## src/rtl/Uop.sv

```systemverilog
// Micro-op payloads passed between the EX, MEM and WB pipeline stages.
package Uop;

  typedef enum logic [2:0] {
    EX_NONE      = 3'd0,
    EX_ILLEGAL   = 3'd1,
    EX_MEM_ALIGN = 3'd2,
    EX_MEM_MISS  = 3'd3
  } ex_t;

  typedef enum logic [1:0] {
    SZ_B = 2'd0,
    SZ_H = 2'd1,
    SZ_W = 2'd2
  } mem_sz_t;

  typedef struct packed {
    logic    en;
    logic    we;
    mem_sz_t sz;
    logic    signExtend;
  } mem_op_t;

  typedef struct packed {
    ex_t         ex;
    logic [4:0]  rd;
    logic [31:0] rdVal;
    logic [31:0] rs2Val;
    mem_op_t     memOp;
  } execute_t;

  typedef struct packed {
    ex_t         ex;
    logic [4:0]  rd;
    logic [31:0] rdVal;
  } memory_t;

endpackage

```

## src/rtl/mem_stage_ctrl.sv

```systemverilog
// Memory-stage controller: runs one data-bus transaction per accepted uop and registers the result for WB.
// Pass-through uops take 1 cycle; bus uops take >= 3 cycles. in_ready only in IDLE with a free output register.
module mem_stage_ctrl
  import Uop::*;
#(
  parameter int WAIT_LIMIT = 0,
  parameter int CNT_W      = 8
) (
  input  logic             clk,
  input  logic             rst,
  input  logic             flush,
  input  logic             in_valid,
  output logic             in_ready,
  input  Uop::execute_t    in_uop,
  output logic             out_valid,
  input  logic             out_ready,
  output Uop::memory_t     out_uop,
  output logic             dbus_req,
  output logic             dbus_we,
  output logic [29:0]      dbus_addr,
  output logic [3:0]       dbus_be,
  output logic [31:0]      dbus_wdata,
  input  logic             dbus_gnt,
  input  logic             dbus_rvalid,
  input  logic [31:0]      dbus_rdata,
  input  logic             dbus_err
);

  typedef enum logic [1:0] {IDLE, REQ, RESP, DRAIN} state_t;

  localparam logic [CNT_W-1:0] LIMIT = CNT_W'(WAIT_LIMIT);

  state_t           state, state_nxt;
  logic [CNT_W-1:0] wait_cnt, wait_cnt_nxt;

  logic [31:0] addr_q;
  logic        we_q;
  logic [3:0]  be_q;
  logic [31:0] wdata_q;
  mem_sz_t     sz_q;
  logic        sext_q;
  logic [4:0]  rd_q;

  logic        accept;
  logic        start;
  logic        load_out;
  memory_t     out_nxt;

  logic [1:0]  in_a;
  logic        misaligned;
  logic        pass;
  logic [3:0]  be_in;
  logic [31:0] wdata_in;
  logic [31:0] shifted;
  logic [31:0] load_data;
  logic        timeout;

  assign in_ready = (state == IDLE) && (!out_valid || out_ready) && !flush;
  assign accept   = in_valid && in_ready;

  assign in_a       = in_uop.rdVal[1:0];
  assign misaligned = ((in_uop.memOp.sz == SZ_H) && in_a[0]) ||
                      ((in_uop.memOp.sz == SZ_W) && (in_a != 2'b00));
  assign pass       = (in_uop.ex != EX_NONE) || !in_uop.memOp.en || misaligned;

  // Store data is replicated across lanes so the byte enables alone pick the target bytes.
  always_comb begin
    be_in    = 4'b1111;
    wdata_in = in_uop.rs2Val;
    case (in_uop.memOp.sz)
      SZ_B: begin
        be_in    = 4'b0001 << in_a;
        wdata_in = {4{in_uop.rs2Val[7:0]}};
      end
      SZ_H: begin
        be_in    = in_a[1] ? 4'b1100 : 4'b0011;
        wdata_in = {2{in_uop.rs2Val[15:0]}};
      end
      default: begin
        be_in    = 4'b1111;
        wdata_in = in_uop.rs2Val;
      end
    endcase
  end

  assign shifted = dbus_rdata >> {addr_q[1:0], 3'b000};

  always_comb begin
    load_data = dbus_rdata;
    case (sz_q)
      SZ_B:    load_data = {{24{sext_q & shifted[7]}}, shifted[7:0]};
      SZ_H:    load_data = {{16{sext_q & shifted[15]}}, shifted[15:0]};
      default: load_data = dbus_rdata;
    endcase
  end

  assign timeout = (WAIT_LIMIT != 0) && ((wait_cnt + 1'b1) == LIMIT);

  always_comb begin
    state_nxt    = state;
    wait_cnt_nxt = '0;
    start        = 1'b0;
    load_out     = 1'b0;
    out_nxt      = out_uop;
    case (state)
      IDLE: begin
        if (accept) begin
          if (pass) begin
            load_out      = 1'b1;
            out_nxt.ex    = in_uop.ex;
            out_nxt.rd    = in_uop.rd;
            out_nxt.rdVal = in_uop.rdVal;
            if (in_uop.ex == EX_NONE && in_uop.memOp.en && misaligned)
              out_nxt.ex = EX_MEM_ALIGN;
          end else begin
            start     = 1'b1;
            state_nxt = REQ;
          end
        end
      end
      REQ: begin
        if (flush) begin
          state_nxt = dbus_gnt ? DRAIN : IDLE;
        end else if (dbus_gnt) begin
          state_nxt = RESP;
        end else if (timeout) begin
          state_nxt     = IDLE;
          load_out      = 1'b1;
          out_nxt.ex    = EX_MEM_MISS;
          out_nxt.rd    = rd_q;
          out_nxt.rdVal = addr_q;
        end else if (WAIT_LIMIT != 0) begin
          wait_cnt_nxt = wait_cnt + 1'b1;
        end
      end
      RESP: begin
        // A response arriving in the flush cycle is absorbed here; draining would wait for one that never comes.
        if (flush) begin
          state_nxt = dbus_rvalid ? IDLE : DRAIN;
        end else if (dbus_rvalid) begin
          state_nxt     = IDLE;
          load_out      = 1'b1;
          out_nxt.rd    = rd_q;
          out_nxt.ex    = dbus_err ? EX_MEM_MISS : EX_NONE;
          out_nxt.rdVal = (dbus_err || we_q) ? addr_q : load_data;
        end
      end
      DRAIN: begin
        if (dbus_rvalid) state_nxt = IDLE;
      end
      default: state_nxt = IDLE;
    endcase
  end

  always_ff @(posedge clk) begin
    if (rst) begin
      state     <= IDLE;
      wait_cnt  <= '0;
      out_valid <= 1'b0;
      out_uop   <= '0;
      addr_q    <= '0;
      we_q      <= 1'b0;
      be_q      <= '0;
      wdata_q   <= '0;
      sz_q      <= SZ_B;
      sext_q    <= 1'b0;
      rd_q      <= '0;
    end else begin
      state    <= state_nxt;
      wait_cnt <= wait_cnt_nxt;
      if (start) begin
        addr_q  <= in_uop.rdVal;
        we_q    <= in_uop.memOp.we;
        be_q    <= be_in;
        wdata_q <= wdata_in;
        sz_q    <= in_uop.memOp.sz;
        sext_q  <= in_uop.memOp.signExtend;
        rd_q    <= in_uop.rd;
      end
      if (load_out) begin
        out_valid <= 1'b1;
        out_uop   <= out_nxt;
      end else if (flush || out_ready) begin
        out_valid <= 1'b0;
      end
    end
  end

  assign dbus_req   = (state == REQ);
  assign dbus_we    = we_q;
  assign dbus_addr  = addr_q[31:2];
  assign dbus_be    = be_q;
  assign dbus_wdata = wdata_q;

endmodule
```

## config.mk

```make
export PLATFORM = sky130hd
export DESIGN_NAME = mem_stage_ctrl
export DESIGN_NICKNAME = d
export VERILOG_FILES = /design/src/rtl/Uop.sv /design/src/rtl/mem_stage_ctrl.sv
export SDC_FILE = /design/constraint.sdc
export NUM_CORES = 1
export LEC_CHECK = 0
export ABC_AREA = 1
export BUFFER_PORTS_ARGS = -buffer_cell sky130_fd_sc_hd__buf_4
export CAP_MARGIN = 20
export CORE_MARGIN = 4
export CORE_UTILIZATION = 50
export CTS_CLUSTER_SIZE = 25
export DETAILED_ROUTE_END_ITERATION = 10
export HOLD_SLACK_MARGIN = 0.1
export PLACE_DENSITY_LB_ADDON = 0.15
export SKIP_CTS_REPAIR_TIMING = 1
export SLEW_MARGIN = 25
export SYNTH_ARGS = -nofsm -noshare
export SYNTH_HDL_FRONTEND = slang
export SYNTH_SLANG_ARGS = --single-unit
export TNS_END_PERCENT = 30
```

## constraint.sdc

```tcl
create_clock -name clk -period 2.6 [get_ports clk]
set_input_delay 0.13 -clock clk [delete_from_list [all_inputs] [get_ports clk]]
set_output_delay 0.13 -clock clk [all_outputs]
set_load 0.1 [all_outputs]
```

* After elaboration in Yosys (flattened, before gate mapping)
Cells that the tools add are included.
Storage, ports and cells: bits of input ports 117, memory bits (writable) 0, memory bits (read-only) 0, bits in registers 120, memories kept 0, latch bits 0, output and inout bits 110, word-level logic and storage cells 85
Cells by class: eq/ne operators 12, shifts and indexed selects 2, multipliers 0, add/sub/neg operators 0, bitwise logic cells 2, multiplexer cells 31, divide/modulo/power cells 0, reductions and logical operators 26, magnitude comparators 0
Operator list (count):
- $mux 40 | 4
- $pmux 32 s2 | 2
- $pmux 40 s2 | 1
- $mux 32 | 1
- $shr 32x5->16 | 1
- $mux 2 | 9
- $ne 2x2->1 const B | 5
- $mux 1 | 9
- $pmux 2 s4 | 1
- $pmux 4 s2 | 1
- $logic_and 1x1->1 | 7
- $eq 2x1->1 const B | 3
- $eq 2x2->1 const B | 3
- $logic_not 2->1 | 3
- $logic_or 1x1->1 | 6
- $reduce_and 6->1 | 1
- $reduce_bool 2->1 | 3
- $mux 4 | 1
- $shl 1x2->4 const A | 1
- $logic_not 1->1 | 3
- $logic_not 3->1 | 1
- $mux 3 | 1
- $ne 3x2->1 const B | 1
- $reduce_and 3->1 | 1
- 3 further kinds | 4

* Logic depth before layout (Yosys ltp)
Gate-level depths: netlist (run 1).
word-level depth 8, mapped depth 12, gate-level depth less buffers 10

* Least setup slack after synthesis (run 1)
OpenSTA, ideal clock, no wires.
kind flip-flop to flip-flop, from register state[0], to register state[0], period minus slack after synthesis 2109 ps, required time 2528 ps, cell stages (with the launch flop) 5, setup time 72 ps, path buffers 0, arrival 2037 ps, slack 491 ps, cell sequence dfxtp_1 inv_1 nor2_1 nand2_1 a21oi_1
Between the ends: elaborated cells on any way between the ends 14, those cells by class 6 x eq/ne; 3 x mux; 5 x reduce/logical
RTL lines:
- start, declared | RTL line mem_stage_ctrl.sv:33 | state_t state, state_nxt;
- start signal, assigned | RTL line mem_stage_ctrl.sv:169 | state <= state_nxt;
- $eq 2x1->1 *
- via dbus_req | RTL line mem_stage_ctrl.sv:18 | output logic dbus_req,
- $ne 3x2->1 (no source line)
- $reduce_and 3->1 (no source line)
Mark *: on every way through the listed nets, which the timed path passes. The rest lies on a longest branch. A chain may end at the register's enable or synchronous reset.

* Final worst setup path (run 1)
from register addr_q[0], to register out_uop[24] in the netlist's numbering
Between the ends: word-level cells in the longest chain between the ends 7, elaborated cells on any way between the ends 8, those cells by class 1 x shift; 5 x mux; 2 x bitwise
Ends and longest elaborated chain:
- start, declared | RTL line mem_stage_ctrl.sv:36 | logic [31:0] addr_q;
- start signal, assigned | RTL line mem_stage_ctrl.sv:172 | addr_q <= in_uop.rdVal;
- $shr 32x5->16 * | RTL line mem_stage_ctrl.sv:86 | assign shifted = dbus_rdata >> {addr_q[1:0], 3'b000};
- $and 1x1->1, on equally long branches | RTL line mem_stage_ctrl.sv:92, mem_stage_ctrl.sv:91
- $pmux 32 s2 * | RTL line mem_stage_ctrl.sv:90 | case (sz_q)
- $mux 32 * | RTL line mem_stage_ctrl.sv:145 | out_nxt.rdVal = (dbus_err || we_q) ? addr_q : load_data;
- $mux 40 * | RTL line mem_stage_ctrl.sv:140 | end else if (dbus_rvalid) begin
- $mux 40 * | RTL line mem_stage_ctrl.sv:138 | if (flush) begin
- $pmux 40 s2 * | RTL line mem_stage_ctrl.sv:105 | case (state)
- end signal, assigned | RTL line mem_stage_ctrl.sv:182 | out_uop <= out_nxt;
- end, declared | RTL line mem_stage_ctrl.sv:17 | output Uop::memory_t out_uop,
Mark *: on every way between the ends. The rest lies on a longest branch, timed or not. The select of a mux whose other input is x is not followed.

==> results of run 1 <==
## metrics by stage
| stage | hold slack (ns) | setup WS (ns) | instance area [µm²] | power, mW |
|---|---|---|---|---|
| after floorplan | 0.256 | 0.491 | 6690 | 2.77 |
| after global placement | 0.375 | 0.609 | 8140 | 3.11 |
| after detailed placement | 0.377 | 0.525 | 8140 | 3.11 |
| after CTS | -0.0571 | 0.523 | 8800 | 5.75 |
| after global routing | 0.0998 | 0.232 | 9340 | 6.00 |
| final | 0.00838 | 0.509 | 9340 | 5.80 |
## Yosys cell counts
cell	count
nand3_1	47
nand3_2	4
nand2_1	263
nor2_2	4
clkinv_1	1
inv_2	4
buf_6	7
a21oi_1	94
buf_2	11
clkbuf_1	30
nor2_1	203
dfxtp_1	120
o21ai_0	104
buf_1	5
nand2_4	1
nor2_4	3
nand4_4	1
o211ai_1	8
or2_2	5
a21oi_2	1
clkinv_2	1
inv_1	100
nand2_2	3
buf_4	42
o21ai_1	15
inv_4	1
## logic make-up after synthesis
group                  Yosys count
AND/OR/NAND/NOR                534
buffers and inverters          202
AO/OA/AOI/OAI                  222
flip-flops                     120
## layer usage
| metal | global-route usage | share of wire | vias up |
|---|---|---|---|
| li1 | - | - | 3767 |
| met1 | 0.380 | 0.42 | 3370 |
| met2 | 0.431 | 0.46 | 368 |
| met3 | 0.0827 | 0.10 | 54 |
| met4 | 0.0706 | 0.022 | 0 |
| met5 | 0 | 0 | - |
## flip-flops by register name, indices dropped and copies added (netlist names)
| name | flops |
|---|---|
| addr_q | 32 |
| dbus_be | 4 |
| dbus_wdata | 32 |
| dbus_we | 1 |
| out_uop | 40 |
| out_valid | 1 |
| rd_q | 5 |
| sext_q | 1 |
| state | 2 |
| sz_q | 2 |
## power breakdown
group	total, mW	leakage (nW)	switching (mW)	internal (mW)
clock	2.65	0.320	0.875	1.78
sequential	1.95	0.974	0.0402	1.91
combinational	1.20	3.21	0.833	0.372
total	5.80	4.50	1.75	4.05
## worst max-delay path by stage
stage / startpoint / endpoint / slack (ns)
after floorplan: state[0] / state[0] / 0.49
after global placement: addr_q[0] / out_uop[28] / 0.61
after detailed placement: addr_q[0] / out_uop[29] / 0.53
after CTS: addr_q[0] / out_uop[24] / 0.52
after global routing: addr_q[0] / out_uop[8] / 0.23
final: addr_q[0] / out_uop[24] / 0.51
## critical path, delay by kind of cell (launching register included)
family / cells / cell delay, ns
AND/OR/NAND/NOR: 6 / 0.99
flip-flops: 1 / 0.64
buffers and inverters: 1 / 0.26
AO/OA/AOI/OAI: 1 / 0.13
## area by class of cell
| cell class | instances | area, µm² |
|---|---|---|
| sequential | 120 | 2400 |
| clock inverter | 11 | 193 |
| timing repair buffer | 288 | 2350 |
| tap | 172 | 215 |
| clock buffer | 21 | 470 |
| fill | 1085 | 3530 |
| multi-input combinational | 756 | 3310 |
| inverter | 107 | 405 |
## placed cells by master, fill, tap and decap left out, drive strengths merged
| master | Yosys | routed |
|---|---|---|
| o211ai | 8 | 8 |
| dfxtp | 120 | 120 |
| clkbuf | 30 | 21 |
| buf | 65 | 234 |
| nor2 | 210 | 210 |
| o21ai | 119 | 119 |
| nand2 | 267 | 267 |
| a21oi | 95 | 95 |
| clkinvlp | 0 | 2 |
| nand3 | 51 | 51 |
| dlygate4sd3 | 0 | 54 |
| nand4 | 1 | 1 |
| or2 | 5 | 5 |
| inv | 105 | 106 |
| clkinv | 2 | 5 |
| bufinv | 0 | 5 |
==> impl_results.md, run 1 <==
- Nets: 1407
- Synth Area in XOR/XNOR: 0
- FMAX: 0.478 GHz
- Synth area leaders: dfxtp_1 36%, nand2_1 15%, nor2_1 11%
- Via count: 7559
- Critical R2R Launch: addr_q[0]
- Vias per std cell: 5.12
- HPWL Detailed: 14.6 mm
- Clock Pin Slew Worst Setup and Hold Paths: 0.06 ns
- Row count: 41
- Critical path endpoint category: register
- FF-to-FF path depth: 8
- FF-to-FF End: out_uop[24]
- Syn_nets: 1195
- Largest family of logic cells by synthesized area: simple AND/OR/NAND/NOR gates
- Area share of the largest cell type after synthesis: 0.359
- Pleak: 4.50 nW
- Initial core utilization: 0.519
- Proportion of synthesized area in mux cells: 0
- Setup Viol. Count Final: 0
- ANT nets after route: 0
- CTS tree: done
- DIE AREA: 0.0153 mm²
- DR WL/cell: 15.2 µm
- Min Tclk post-route: 2.09 ns
- Synth Area in Simple Gates: 0.324
- CP most frequent cell: nand2_1
- Synth warn: 0
- First-pass GRT wire length: 33.6 mm
- DRT Wirelength: 22.3 mm
- Area growth, synth to finish: 39.7%
- Gate Count Post-Synth: 1078
- Hold Vio Cnt, Final: 0
- Vias in the first global route: 6756
- Initial antenna violation count: 0
- Worst path cell trace: inv_2 -> nand2_1 -> nand3_1 -> nand2_1 -> nand3_2 -> nand3_1 -> nand2_1 -> a21oi_1
- Fin crit share: 0.804
- CORE AREA: 0.0129 mm²
- Worst Hold Launch: in_uop[45]
- Synth Area in Adders: 0
- Largest net degree at the start of global routing: 86
- Worst Hold Path EP: addr_q[8]
- Startpoint types: register
- WHS Path Cells: 3
- Pins Over Slew Limit: 0
- RSZ-0062 raised after global routing: false
- Die width: 124 µm
- Crit-path slowest cell: dfxtp_1
- DRT iter0 DRCs: 755
- CTS root buf: clkbuf_16
- I/O pin count: 227
- Fin cells: 1475
- Clock Path Buffers: 2
- Compound-Gate Fraction of Synth Area: 0.170
- Worst endpoint required time: 2.96 ns
- R2r setup slk: 0.51 ns
- Register area share after synthesis: 0.359
- Share of cells above drive strength 1: 0.226
- Critical Path AT: 2.45 ns
- GP Congestion: 0.975
- Cell Pwr Density: 621 mW/mm²
- Synthesized area: 0.00669 mm²
- Drt pass-1 iters: 5
- Sum Neg Setup Slack: 0 ns
- Cell accounting for the most synthesized area: dfxtp_1
- Yosys reg bits: 120
- Worst Clk Skew: 0.00937 ns
- Max Fanout on Critical Path: 24
- Grt ovf: 0
- CP Class: reg -> reg
- Syn_area_per_cell: 6.20 µm²
- Htree depth: 4
- Clock buffer count from CTS: 17
- Final core utilization: 0.725
- Max cap viols: 0
- Max incr delay on CP: 0.64 ns
- IO buf count: 226
- Max-slew headroom: 0.403
- Ant. Diodes: 0
- Hold Crit Class: in -> reg
- Residual DRC count: 0
- Die extent in y: 124 µm
- Outcome: completed
- Worst vdd ir: 544 µV
- Worst-skew pair later-pin latency: 0.43 ns
- Clock Sinks: 120
- Post-synthesis cell type count: 26
- Worst slew pin tran: 0.895 ns
- Global Route Usage Sum: 0.278
- Placed insts: 1389
(Power assumes the default switching activity.)
==> run 2: changes to the inputs <==
Settings changed: ABC_AREA 1 to 0, CORE_UTILIZATION 50 to 45.
Clock period 2.6 ns to 1.9 ns, I/O delays scaled along.
==> run 2 against run 1 <==
Cell count is 18% lower. Highest routed layer unchanged. Count of clock-buffer cells in the layout up 2. Synthesized cell count down 31%.
==> impl_results.md, run 2 <==
- EDFF count, synth: 0 (unchanged)
- Outcome: completed (unchanged)
- CP Depth: 6 (was 8)
- Commonest cells post-synth: 138 x nand2_1, 120 x dfxtp_1, 104 x a21oi_1 (was 263 x nand2_1, 203 x nor2_1, 120 x dfxtp_1)
- Most common cell after layout, fill and taps aside: buf_4 (was nand2_1)
- Dpl ws: 0.0224 ns (was 0.525 ns)
- Min Tclk post-route: 1.84 ns (was 2.09 ns)
- Gate Count Post-Synth: 748 (was 1078)
- Nets: 1142 (was 1407)
- Vias per std cell: 5.59 (was 5.12)
- Largest family of logic cells by synthesized area: compound AO/OA/AOI/OAI gates (was simple AND/OR/NAND/NOR gates)
- Die width: 125 µm (was 124 µm)
- Critical Path AT: 2.18 ns (was 2.45 ns)
- Critical path endpoint category: register (unchanged)
- Synth Area in Adders: 0 (unchanged)
- Worst Clk Skew: 0.00483 ns (was 0.00937 ns)
- Cell with the most instances after synthesis: nand2_1 (unchanged)
- Worst path cell trace: nor2b_2 -> nand2_1 -> a2bb2oi_4 -> buf_4 -> o211ai_1 -> a21oi_2 (was inv_2 -> nand2_1 -> nand3_1 -> nand2_1 -> nand3_2 -> nand3_1 -> nand2_1 -> a21oi_1)
- Sequential Area: 0.00241 mm² (was 0.00240 mm²)
- First-pass GRT wire length: 32.1 mm (was 33.6 mm)
- CP top delay family: compound AO/OA/AOI/OAI gates (was simple AND/OR/NAND/NOR gates)
- Die extent in y: 125 µm (was 124 µm)
- FF-to-FF End: out_uop[6] (was out_uop[24])
- Proportion of synthesized area in mux cells: 0.0607 (was 0)
- Synth area leaders: dfxtp_1 39%, a21oi_1 8.5%, nand2_1 8.5% (was dfxtp_1 36%, nand2_1 15%, nor2_1 11%)
- Most flop-heavy register: out_uop (unchanged)
- R2r setup slk: 0.06 ns (was 0.51 ns)
- Global Route Usage Sum: 0.252 (was 0.278)
- Max cap viols: 0 (unchanged)
- Worst slew pin tran: 0.748 ns (was 0.895 ns)
- Worst-skew pair later-pin latency: 0.41 ns (was 0.43 ns)
- Synth Area in Simple Gates: 0.192 (was 0.324)
- DIE AREA: 0.0155 mm² (was 0.0153 mm²)
- Synthesized area: 0.00613 mm² (was 0.00669 mm²)
- Cell accounting for the most synthesized area: dfxtp_1 (unchanged)
- CORE AREA: 0.0133 mm² (was 0.0129 mm²)
- Max FFs per register: 40 (unchanged)
- Synth warn: 0 (unchanged)
- Max Fanout on Critical Path: 15 (was 24)
- Max incr delay on CP: 0.35 ns (was 0.64 ns)
- Worst endpoint required time: 2.24 ns (was 2.96 ns)
- Synth Flop Type: dfxtp_1 (unchanged)
- CTS root buf: clkbuf_16 (unchanged)
- Hold Vio Cnt, Final: 0 (unchanged)
- Drt pass-1 iters: 5 (unchanged)
- Critical path startpoint: state[1] (was addr_q[0])
- IO buf count: 226 (unchanged)
- Htree depth: 4 (unchanged)
- Pins Over Slew Limit: 0 (unchanged)
- Residual DRC count: 0 (unchanged)
- Fin crit share: 0.970 (was 0.804)
- Setup ws final: 0.0576 ns (was 0.509 ns)
- Syn_area_per_cell: 8.19 µm² (was 6.20 µm²)
- Initial antenna violation count: 1 (was 0)
- Critical R2R Launch: state[1] (was addr_q[0])
- Row count: 42 (was 41)
- CTS tree: done (unchanged)
- Worst vdd ir: 562 µV (was 544 µV)
- Largest net degree at the start of global routing: 73 (was 86)
- Cell Pwr Density: 793 mW/mm² (was 621 mW/mm²)
- DRT iter0 DRCs: 597 (was 755)
- Placed insts: 1091 (was 1389)
- FMAX: 0.543 GHz (was 0.478 GHz)
- Initial core utilization: 0.461 (was 0.519)
- I/O pin count: 227 (unchanged)
- Total power: 7.49 mW (was 5.80 mW)
- Setup Viol. Count Final: 0 (unchanged)
- Post-synth ARST share: 0 (unchanged)
- Vias in the first global route: 5948 (was 6756)
- Fin cells: 1214 (was 1475)
- CP Class: reg -> reg (unchanged)
- HPWL Detailed: 14.9 mm (was 14.6 mm)
- Register area share after synthesis: 0.392 (was 0.359)
- Clock buffer count from CTS: 17 (unchanged)
- Via count: 6789 (was 7559)
- RSZ-0062 raised after global routing: true (was false)
- Synth Area in XOR/XNOR: 0.00143 (was 0)
- Clock Path Buffers: 2 (unchanged)
- Hold Crit Class: in -> reg (unchanged)
- Syn_nets: 865 (was 1195)
- Grt ovf: 0 (unchanged)
- Most frequent cells in the layout: 249 x buf_4, 138 x nand2_1, 115 x dfxtp_1 (was 263 x nand2_1, 230 x buf_4, 202 x nor2_1)
- Area of the multi-input gates: 0.00320 mm² (was 0.00331 mm²)
- Clock Sinks: 120 (unchanged)
- Area growth, synth to finish: 54.0% (was 39.7%)
- Sum Neg Setup Slack: 0 ns (unchanged)
- Clock Pin Slew Worst Setup and Hold Paths: 0.05 ns (was 0.06 ns)
- Post-synthesis cell type count: 55 (was 26)
- Crit-path slowest cell: dfxtp_1 (unchanged)
- Startpoint types: register (unchanged)
- Compound-Gate Fraction of Synth Area: 0.264 (was 0.170)
- Max-slew headroom: 0.501 (was 0.403)
- DRT Wirelength: 22.3 mm (about the same)
- Yosys reg bits: 120 (unchanged)
- DR WL/cell: 18.4 µm (was 15.2 µm)
- Bufs and invs on worst path: 1 (unchanged)
- Pleak: 3.78 nW (was 4.50 nW)
- Share of cells above drive strength 1: 0.319 (was 0.226)
- FF-to-FF path depth: 6 (was 8)
- Area share of the largest cell type after synthesis: 0.392 (was 0.359)
- Critical path destination: out_uop[6] (was out_uop[24])
- GP Congestion: 0.879 (was 0.975)
- ANT nets after route: 0 (unchanged)
- Fill cells: 998 (was 1085)
## run 2: changes by cell type after synthesis, moves of 10 or more
cell	delta
a211oi_1	+25
nor2_1	-159
o211ai_1	+25
o21ai_1	-15
nand2_1	-125
mux2i_1	+27
nand3b_1	+17
inv_1	-98
o21ai_0	-71
a21oi_1	+10
nand3_1	-29
buf_4	-10
## run 2: per-layer routing
| layer | track usage | wire length (µm) | part of all wire |
|---|---|---|---|
| met4 | 0.0658 | 437 | 0.020 |
| met1 | 0.338 | 9350 | 0.42 |
| met3 | 0.0845 | 1950 | 0.088 |
| met2 | 0.391 | 10600 | 0.47 |
| met5 | 0 | 0 | 0 |
## run 2: logic make-up (layout without fill, tap and decap cells)
| kind of cell | count (synthesis) | after routing |
|---|---|---|
| AND/OR/NAND/NOR | 251 | 251 |
| AO/OA/AOI/OAI | 245 | 245 |
| flip-flops | 120 | 120 |
| buffers and inverters | 96 | 385 |
| multiplexers | 35 | 35 |
| XOR/XNOR | 1 | 1 |
| other | 0 | 1 |
## run 2: worst min-delay path by stage
stage	from	to	slack, ns	depth (start not counted)
after floorplan	in_uop[3]	dbus_we	0.23	2
after global placement	in_uop[3]	dbus_we	0.35	3
after detailed placement	in_uop[3]	dbus_we	0.35	3
after CTS	in_uop[3]	dbus_we	-0.08	3
after global routing	dbus_rdata[23]	out_uop[23]	0.09	3
final	dbus_rdata[22]	out_uop[22]	0.08	3
## run 2: area by class of cell
cell class,instances,area share
Multi-Input combinational cell,532,0.339
Timing Repair Buffer,350,0.313
Sequential cell,120,0.256
Clock buffer,23,0.0517
Tap cell,176,0.0233
Clock inverter,8,0.0151
Inverter,4,0.00199
Antenna cell,1,0.000265
## run 2: metrics by stage
stage	cell area [µm²]	utilization	hold WS, ns
2_1_floorplan	6130	-	0.228
3_3_place_gp	7860	0.591	0.350
3_5_place_dp	7860	0.591	0.351
4_1_cts	8490	0.639	-0.0835
5_1_grt	9440	0.710	0.0909
6_report	9440	0.710	0.0807
## run 2: power by group
group	switching [mW]	total, mW	internal, mW
logic	0.882	1.41	0.524
registers	0.0406	2.62	2.58
clock network	1.14	3.46	2.32
## run 2: worst min-delay path, cell delays in order
cell and delay, ns:
buf_4 0.12, a21oi_1 0.07, o211ai_1 0.17
